<file path="src/rtl/halflife_pkg.sv">
// Shared types, default widths and the per-half-life quota helper for the
// half-life sequencer.
package halflife_pkg;

    localparam int N_DEF    = 4;
    localparam int HL_W_DEF = 8;

    typedef enum logic [2:0] {
        IDLE,
        LOAD,
        WAIT,
        DECAY,
        DONE
    } state_e;

    // ceil(x/2): the number of units removed in one half-life step
    function automatic logic [15:0] ceil_half(input logic [15:0] x);
        return x - (x >> 1);
    endfunction

endpackage

</file>
<file path="src/rtl/halflife_if.sv">
// Command/status bundle between control logic and the half-life sequencer.
// The abort input exists only when HALFLIFE_ABORT_EN is defined.
interface halflife_if
    import halflife_pkg::*;
#(
    parameter int N    = N_DEF,
    parameter int HL_W = HL_W_DEF
);
    logic            start;
    logic [N-1:0]    init_count;
    logic [HL_W-1:0] half_life;
`ifdef HALFLIFE_ABORT_EN
    logic            abort;
`endif
    logic            cmd_load;
    logic [N-1:0]    load_val;
    logic            cmd_down;
    logic [N-1:0]    shadow_count;
    logic [N-1:0]    halvings;
    logic            busy;
    logic            done;

    modport master (
        output start, init_count, half_life,
`ifdef HALFLIFE_ABORT_EN
        output abort,
`endif
        input  cmd_load, load_val, cmd_down, shadow_count, halvings, busy, done
    );

    modport slave (
        input  start, init_count, half_life,
`ifdef HALFLIFE_ABORT_EN
        input  abort,
`endif
        output cmd_load, load_val, cmd_down, shadow_count, halvings, busy, done
    );

endinterface

</file>
<file path="src/rtl/halflife_period_timer.sv">
// Loadable down-counter timing one half-life. expire_o fires on the last
// ticked cycle of the loaded period.
module halflife_period_timer #(
    parameter int HL_W = 8
) (
    input  logic            clk,
    input  logic            rst,
    input  logic            load_i,
    input  logic [HL_W-1:0] value_i,
    input  logic            tick_i,
    output logic            expire_o
);
    logic [HL_W-1:0] cnt_q;
    logic [HL_W-1:0] cnt_d;

    // next count: reload, or step down while ticking
    always_comb begin
        cnt_d = cnt_q;
        if (load_i) begin
            cnt_d = value_i;
        end else if (tick_i && (cnt_q != '0)) begin
            cnt_d = cnt_q - 1'b1;
        end
    end

    // count register
    always_ff @(posedge clk) begin
        if (rst) begin
            cnt_q <= '0;
        end else begin
            cnt_q <= cnt_d;
        end
    end

    assign expire_o = tick_i && (cnt_q <= HL_W'(1));

endmodule

</file>
<file path="src/rtl/halflife_sequencer.sv">
// Half-life sequencer: loads the counter, then issues ceil(count/2) down
// commands per half-life until the population is zero.
// Optional feature macro: HALFLIFE_ABORT_EN (adds an abort input).
module halflife_sequencer
    import halflife_pkg::*;
#(
    parameter int N    = N_DEF,
    parameter int HL_W = HL_W_DEF
) (
    input logic       clk,
    input logic       rst,
    halflife_if.slave bus
);
    state_e          state_q, state_d;
    logic [N-1:0]    init_q, init_d;
    logic [HL_W-1:0] hl_q, hl_d;
    logic [N-1:0]    shadow_q, shadow_d;
    logic [N-1:0]    halv_q, halv_d;
    logic [N-1:0]    quota_q, quota_d;
    logic            cmd_load_q, cmd_down_q, busy_q, done_q;
    logic [N-1:0]    load_val_q;
    logic            tmr_load, tmr_tick, tmr_expire;
    logic [HL_W-1:0] hl_eff;
    logic            abort_req;

`ifdef HALFLIFE_ABORT_EN
    assign abort_req = bus.abort;
`else
    assign abort_req = 1'b0;
`endif

    // a zero half-life is run as a one-cycle wait
    assign hl_eff = (hl_q == '0) ? HL_W'(1) : hl_q;

    halflife_period_timer #(.HL_W(HL_W)) u_timer (
        .clk      (clk),
        .rst      (rst),
        .load_i   (tmr_load),
        .value_i  (hl_eff),
        .tick_i   (tmr_tick),
        .expire_o (tmr_expire)
    );

    // next-state, captured run parameters and shadow bookkeeping
    always_comb begin
        state_d  = state_q;
        init_d   = init_q;
        hl_d     = hl_q;
        shadow_d = shadow_q;
        halv_d   = halv_q;
        quota_d  = quota_q;
        tmr_load = 1'b0;
        tmr_tick = 1'b0;
        unique case (state_q)
            IDLE: begin
                if (bus.start) begin
                    init_d  = bus.init_count;
                    hl_d    = bus.half_life;
                    state_d = LOAD;
                end
            end
            LOAD: begin
                shadow_d = init_q;
                halv_d   = '0;
                tmr_load = 1'b1;
                state_d  = (init_q == '0) ? DONE : WAIT;
            end
            WAIT: begin
                tmr_tick = 1'b1;
                if (tmr_expire) begin
                    quota_d = N'(ceil_half(16'(shadow_q)));
                    state_d = DECAY;
                end
            end
            DECAY: begin
                if (shadow_q != '0) begin
                    shadow_d = shadow_q - 1'b1;
                end
                quota_d = quota_q - 1'b1;
                if (quota_q <= N'(1)) begin
                    halv_d = (&halv_q) ? halv_q : halv_q + 1'b1;
                    if (shadow_q <= N'(1)) begin
                        state_d = DONE;
                    end else begin
                        tmr_load = 1'b1;
                        state_d  = WAIT;
                    end
                end
            end
            DONE: begin
                state_d = IDLE;
            end
            default: begin
                state_d = IDLE;
            end
        endcase
        // abort drops straight back to IDLE, leaving shadow/halvings as they were
        if (abort_req && (state_q != IDLE)) begin
            state_d  = IDLE;
            shadow_d = shadow_q;
            halv_d   = halv_q;
            tmr_load = 1'b0;
        end
    end

    // state, bookkeeping and registered command/status outputs
    always_ff @(posedge clk) begin
        if (rst) begin
            state_q    <= IDLE;
            init_q     <= '0;
            hl_q       <= '0;
            shadow_q   <= '0;
            halv_q     <= '0;
            quota_q    <= '0;
            cmd_load_q <= 1'b0;
            load_val_q <= '0;
            cmd_down_q <= 1'b0;
            busy_q     <= 1'b0;
            done_q     <= 1'b0;
        end else begin
            state_q    <= state_d;
            init_q     <= init_d;
            hl_q       <= hl_d;
            shadow_q   <= shadow_d;
            halv_q     <= halv_d;
            quota_q    <= quota_d;
            cmd_load_q <= (state_d == LOAD);
            load_val_q <= (state_d == LOAD) ? init_d : '0;
            cmd_down_q <= (state_d == DECAY);
            busy_q     <= (state_d != IDLE);
            done_q     <= (state_d == DONE);
        end
    end

    assign bus.cmd_load     = cmd_load_q;
    assign bus.load_val     = load_val_q;
    assign bus.cmd_down     = cmd_down_q;
    assign bus.shadow_count = shadow_q;
    assign bus.halvings     = halv_q;
    assign bus.busy         = busy_q;
    assign bus.done         = done_q;

endmodule

</file>
<file path="src/flat_wrapper.sv">
// flat-port wrapper written by rule: the top's interface ports become plain ports
module halflife_sequencer_flat import halflife_pkg::*;
#(
    parameter int N    = N_DEF,
    parameter int HL_W = HL_W_DEF
)
  (clk, rst, bus_start, bus_init_count, bus_half_life, bus_cmd_load, bus_load_val, bus_cmd_down, bus_shadow_count, bus_halvings, bus_busy, bus_done);
  halflife_if #(.N(N), .HL_W(HL_W)) bus_i ();
  input logic clk;
  input logic rst;
  input wire logic [$bits(bus_i.start)-1:0] bus_start;
  input wire logic [$bits(bus_i.init_count)-1:0] bus_init_count;
  input wire logic [$bits(bus_i.half_life)-1:0] bus_half_life;
  output wire logic [$bits(bus_i.cmd_load)-1:0] bus_cmd_load;
  output wire logic [$bits(bus_i.load_val)-1:0] bus_load_val;
  output wire logic [$bits(bus_i.cmd_down)-1:0] bus_cmd_down;
  output wire logic [$bits(bus_i.shadow_count)-1:0] bus_shadow_count;
  output wire logic [$bits(bus_i.halvings)-1:0] bus_halvings;
  output wire logic [$bits(bus_i.busy)-1:0] bus_busy;
  output wire logic [$bits(bus_i.done)-1:0] bus_done;
  assign bus_i.start = bus_start;
  assign bus_i.init_count = bus_init_count;
  assign bus_i.half_life = bus_half_life;
  assign bus_cmd_load = bus_i.cmd_load;
  assign bus_load_val = bus_i.load_val;
  assign bus_cmd_down = bus_i.cmd_down;
  assign bus_shadow_count = bus_i.shadow_count;
  assign bus_halvings = bus_i.halvings;
  assign bus_busy = bus_i.busy;
  assign bus_done = bus_i.done;
  halflife_sequencer #(.N(N), .HL_W(HL_W)) u_core (.clk(clk), .rst(rst), .bus(bus_i));
endmodule
</file>
<file path="config.mk">
export PLATFORM = sky130hd
export DESIGN_NAME = halflife_sequencer_flat
export DESIGN_NICKNAME = d
export VERILOG_FILES = /design/src/rtl/halflife_pkg.sv /design/src/rtl/halflife_if.sv /design/src/rtl/halflife_period_timer.sv /design/src/rtl/halflife_sequencer.sv /design/src/flat_wrapper.sv
export SDC_FILE = /design/constraint.sdc
export NUM_CORES = 1
export LEC_CHECK = 0
export ABC_AREA = 1
export BUFFER_PORTS_ARGS = -buffer_cell sky130_fd_sc_hd__buf_2
export CORE_ASPECT_RATIO = 1.5
export CORE_MARGIN = 5
export CORE_UTILIZATION = 50
export CTS_CLUSTER_DIAMETER = 150
export CTS_CLUSTER_SIZE = 8
export DETAILED_ROUTE_END_ITERATION = 10
export PLACE_DENSITY = 0.71
export SLEW_MARGIN = 10
export SYNTH_ARGS = -nofsm -noshare
export SYNTH_HDL_FRONTEND = slang
export SYNTH_SLANG_ARGS = --single-unit
</file>
<file path="constraint.sdc">
create_clock -name clk -period 2.5 [get_ports clk]
set_clock_uncertainty 0.1 [all_clocks]
set_input_delay 0 -clock clk [delete_from_list [all_inputs] [get_ports clk]]
set_output_delay 0 -clock clk [all_outputs]
set_load 0.05 [all_outputs]
</file>
# == Word level (Yosys, flattened, before mapping) ==
# Cells that the tools add are included.
# totals
ff_bits,43
elab_cells,70
output_inout_bits,16
# classes
n_mux,22
n_eq_ne,10
magnitude_cmp,3
n_reduce_logical,17
add_sub_neg,5
bitwise,1
# ops
op,n
$mux W4,6
$mux W8,3
$pmux W4 S2,3
$mux W3,5
$pmux W3 S4,1
$eq A3 B2 Y1 const B,3
$le A4 B1 Y1 const B,2
$le A8 B1 Y1 const B,1
$logic_not A8 Y1,1
$reduce_bool A8 Y1,1
$sub A4 B1 Y4 const B,2
$sub A8 B1 Y8 const B,1
$eq A3 B1 Y1 const B,2
$ne A2 B1 Y1 const B,3
$reduce_and A2 Y1,3
$reduce_bool A2 Y1,3
$add A4 B1 Y4 const B,1
$logic_not A4 Y1,1
$reduce_and A4 Y1,1
$reduce_bool A4 Y1,1
$sub A4 B3 Y4,1
$eq A3 B3 Y1 const B,1
$logic_not A3 Y1,1
$mux W1,3
7 further kinds,8

# == Logic depth before layout (Yosys ltp) ==
# logic_depth
word_depth,8
ltp_mapped,12
mapped_depth_nobuf,12

# == Cells and area by module ==
# From an unflattened synthesis, not the netlist that was laid out.
# hier_totals
cells_unflattened,350
hier_area_um2,2408.6
# modules_own_cells
mod,seq_area_each_um2,instances,cells_per_inst,area_per_inst_um2
halflife_sequencer,700.7,1,250,1791.7
halflife_period_timer,160.2,1,100,616.8

# == Worst setup path after synthesis ==
# OpenSTA, ideal clock, no wires.
# synth_path
path_type,flip-flop to flip-flop
startpoint,"register u_core.shadow_q[0], in the netlist u_core.bus.shadow_count[0]"
endpoint,register u_core.quota_q[2]
setup_time_ns,0.116
arrival_ns,1.859
stages_incl_launch_ff,9
slack_ns,0.425
synth_period_minus_slack_ns,2.075
t_required_ns,2.284
path_cell_list,dfxtp_1 inv_1 ha_1 fa_1 xor2_1 nand2_1 o21ai_0 nor2_1 nor2_1
# synth_between
elab_chain_cells,3
# synth_lines
element,line,source
start: declaration,halflife_sequencer.sv:17,"logic [N-1:0] shadow_q, shadow_d;"
start signal: assignment,halflife_sequencer.sv:124,shadow_q <= shadow_d;
$sub A4 B3 Y4,halflife_pkg.sv:18,return x - (x >> 1);
$mux W4,halflife_sequencer.sv:70,if (tmr_expire) begin
$pmux W4 S2,halflife_sequencer.sv:54,unique case (state_q)
end signal: assignment,halflife_sequencer.sv:126,quota_q <= quota_d;
end: declaration,halflife_sequencer.sv:19,"logic [N-1:0] quota_q, quota_d;"
# Every way passes these cells. The select of a mux whose other input is x is not followed.
# A chain may end at the register's enable or synchronous reset.

# == Worst setup path after layout ==
# layout_path
startpoint,register u_core.state_q[1]
endpoint,register u_core.init_q[2]
# layout_between
elab_chain_cells,2
# layout_lines
element,line,source
start: declaration,halflife_sequencer.sv:14,"state_e state_q, state_d;"
start signal: assignment,halflife_sequencer.sv:121,state_q <= state_d;
$logic_not A3 Y1,halflife_sequencer.sv:54,
$mux W4,halflife_sequencer.sv:54,
end signal: assignment,halflife_sequencer.sv:122,init_q <= init_d;
end: declaration,halflife_sequencer.sv:15,"logic [N-1:0] init_q, init_d;"
# Every way passes these cells.

==> metrics <==
first-pass GRT wire length=9000 um; Top cell by count, worst path=nor2_1; asr flop ratio synth=0%; count of input and output buffers=30; Antenna Violating Nets Remaining=0; Clk pin slew, worst setup/hold paths=roughly 0.080 ns; pwr/cell area=roughly 800 nW/um^2; Worst EP arrival=approximately 1.9 ns; Synth-to-Final Area Change=18.3%; Post-Syn Instances=341; Die W=about 65 um; most frequent cell after synthesis=nor2_1; share of cells above drive strength 1=between 10 and 15%; setup tns final=0 ns; post-synth top area cell=dfxtp_1; Fmax=between 500 and 600 MHz; vias in the first global route=between 2000 and 2500; Max-slew headroom=52.7%; vias per inst=approximately 5; TritonCTS clock tree=yes; Post-CTS Setup Inserts=0; Via Count=approximately 2200; total clock sinks=43; CP max-delay cell=nand3_1; CP Class=reg -> reg; crit-path max cell delay=0.53 ns; max-slew violations=0; outcome=completed; top cells by count, synth=76 x nor2_1, 69 x nand2_1, 45 x inv_1; Core Area=4500 um^2; crit share post-route=~73%; H-tree levels=2; Final Worst Setup Slack=slightly below 0.7 ns; Initial Utilization=51.2%; unrepaired setup endpoints after global routing=false; hold crit path type=in -> reg; clock root cell=clkbuf_8; ys flop type=dfxtp_1; top-area cell type share of the netlist area=between 30% and 40%; Die Y=around 93 um; post-synthesis register bit count=43; clk buf depth=2; Max Cap Viol=0; total wire length=between 5000 and 6000 um; Seq/Total Area, Yosys=approximately 37%; top cells by area, synth=dfxtp_1 37%, nor2_1 12%, nand2_1 11%; Nets=415; die area=6100 um^2; critical path required time=approximately 2.6 ns; io pins=31; Final Setup Violations=0; CP delay by family, top=simple AND/OR/NAND/NOR gates; Post-synth EDFFs=0; CP endpoint kind=flip-flop; WP buf/inv=0; largest net degree at the start of global routing=22; worst-margin pin slew=around 0.71 ns; cts hold-fix bufs=12; dpl ws=0.693 ns; Clk Latency, worst-skew pair=approximately 0.29 ns; Hold Vio Cnt, Final=0; Diodes inserted=0; CTS Buf Count=5; GPL Wtd Cong=approximately 0.87; Initial DRC Count=between 100 and 150; synthesized area=between 2000 and 2500 um^2; initial antenna violation count=0; standard-cell row count=30; Global Route Usage Sum=around a fifth; crit path time final=1.82 ns; cts repair resizes=0; CP Cell Sequence=nor2_1, nand3_1, o21ai_0, nor2_1; Cell variety after synth=27; CP max FO=21; GR Overflow Total=0; Reg2Reg Setup Slack=between 0.6 and 0.7 ns; Fill cells=between 400 and 500; DRC Markers=0; Final HPWL DP=approximately 3800 um; Synth Net Count=around 370; yosys warns=0; leak pwr=roughly 1.4 nW; Peak VDD IR=~0.45 mV; Avg Inst Size Synth=approximately 6.8 um^2; Setup crit start kind=flip-flop; 1st-pass router iterations=4; DR WL/cell=between 10 and 15 um
## layout make-up
cell class | count | area (um^2) | share of cell area (%)
well taps | 48 | 60.1 | 2.20
repair buffers | 42 | 270 | 9.91
multi-input cells | 245 | 1240 | 45.6
clock inverters | 2 | 35.0 | 1.28
inverters | 47 | 176 | 6.47
flip-flops and latches | 43 | 861 | 31.6
clock buffers | 6 | 82.6 | 3.03
## routing by layer
layer,vias to the layer above,share of wire [%],GRT usage (%)
li1,1146,-,-
met1,988,43,22.0
met3,9,2.1,3.37
met2,26,53,33.2
met5,-,0,0
met4,0,1.8,7.27
## worst paths after layout
kind | end | depth (start not counted) | from
max reg2reg | u_core.init_q[2]$_SDFF_PP0_ | 4 | u_core.state_q[1]$_SDFF_PP0_
max | u_core.init_q[2]$_SDFF_PP0_ | 4 | u_core.state_q[1]$_SDFF_PP0_
min reg2reg | u_core.hl_q[0]$_SDFFE_PP0P_ | 2 | u_core.hl_q[0]$_SDFFE_PP0P_
min | u_core.u_timer.cnt_q[3]$_SDFFE_PP0P_ | 2 | rst
## registers in the layout (all words and copies together), names as in the netlist
register	count
u_core.hl_q	8
u_core.u_timer.cnt_q	8
u_core.bus.halvings	4
u_core.bus.load_val	4
u_core.bus.shadow_count	4
u_core.init_q	4
u_core.quota_q	4
u_core.state_q	3
u_core.bus.busy	1
u_core.bus.cmd_down	1
u_core.bus.cmd_load	1
u_core.bus.done	1
## worst register-to-register path: stages (launching register included)
cell     delay [ns]
dfxtp_1        0.35
nor2_1         0.18
nand3_1        0.53
o21ai_0        0.48
nor2_1         0.06
## kinds of logic after synthesis
kind of cell,share of synthesized area (%)
compound gates,12.1
xor+xnor,1.52
fa+ha+maj,9.01
buf+inv,8.74
flops,37.4
simple gates,31.3
## power breakdown
part,switching [mW],internal (mW),leakage [nW]
registers,0.0676,0.782,0.352
clock network,0.238,0.323,0.0612
logic,0.540,0.276,0.948
total,0.846,1.38,1.36
## through the flow
step / power [mW] / hold slack [ns] / area, um^2 / util [%] / std cells
2_1_floorplan: 1.50 / 0.0667 / 2300 / - / 341
3_3_place_gp: 1.65 / 0.156 / 2490 / 55.3 / 413
3_5_place_dp: 1.67 / 0.164 / 2490 / 55.3 / 413
4_1_cts: 2.25 / 0.0305 / 2730 / 60.6 / 433
5_1_grt: 2.42 / 0.0326 / 2730 / 60.6 / 433
6_report: 2.23 / 0.0312 / 2730 / 60.6 / 433
## layout by cell type (no fill, tap or decap), types with 2 or more instances in the layout
cell type / netlist / routed
nand2_2: 2 / 2
nand3_2: 2 / 2
nor2_1: 76 / 76
ha_1: 15 / 15
nand2_1: 69 / 69
nand3_1: 14 / 14
a21oi_1: 15 / 15
dlygate4sd3_1: 0 / 12
o21ai_1: 2 / 2
o21ai_0: 33 / 33
dfxtp_1: 43 / 43
nand4_1: 2 / 2
clkbuf_8: 0 / 6
inv_1: 45 / 45
inv_2: 2 / 2
nor3_1: 2 / 2
buf_2: 2 / 30
xor2_1: 3 / 3
(Power assumes the default switching activity.)
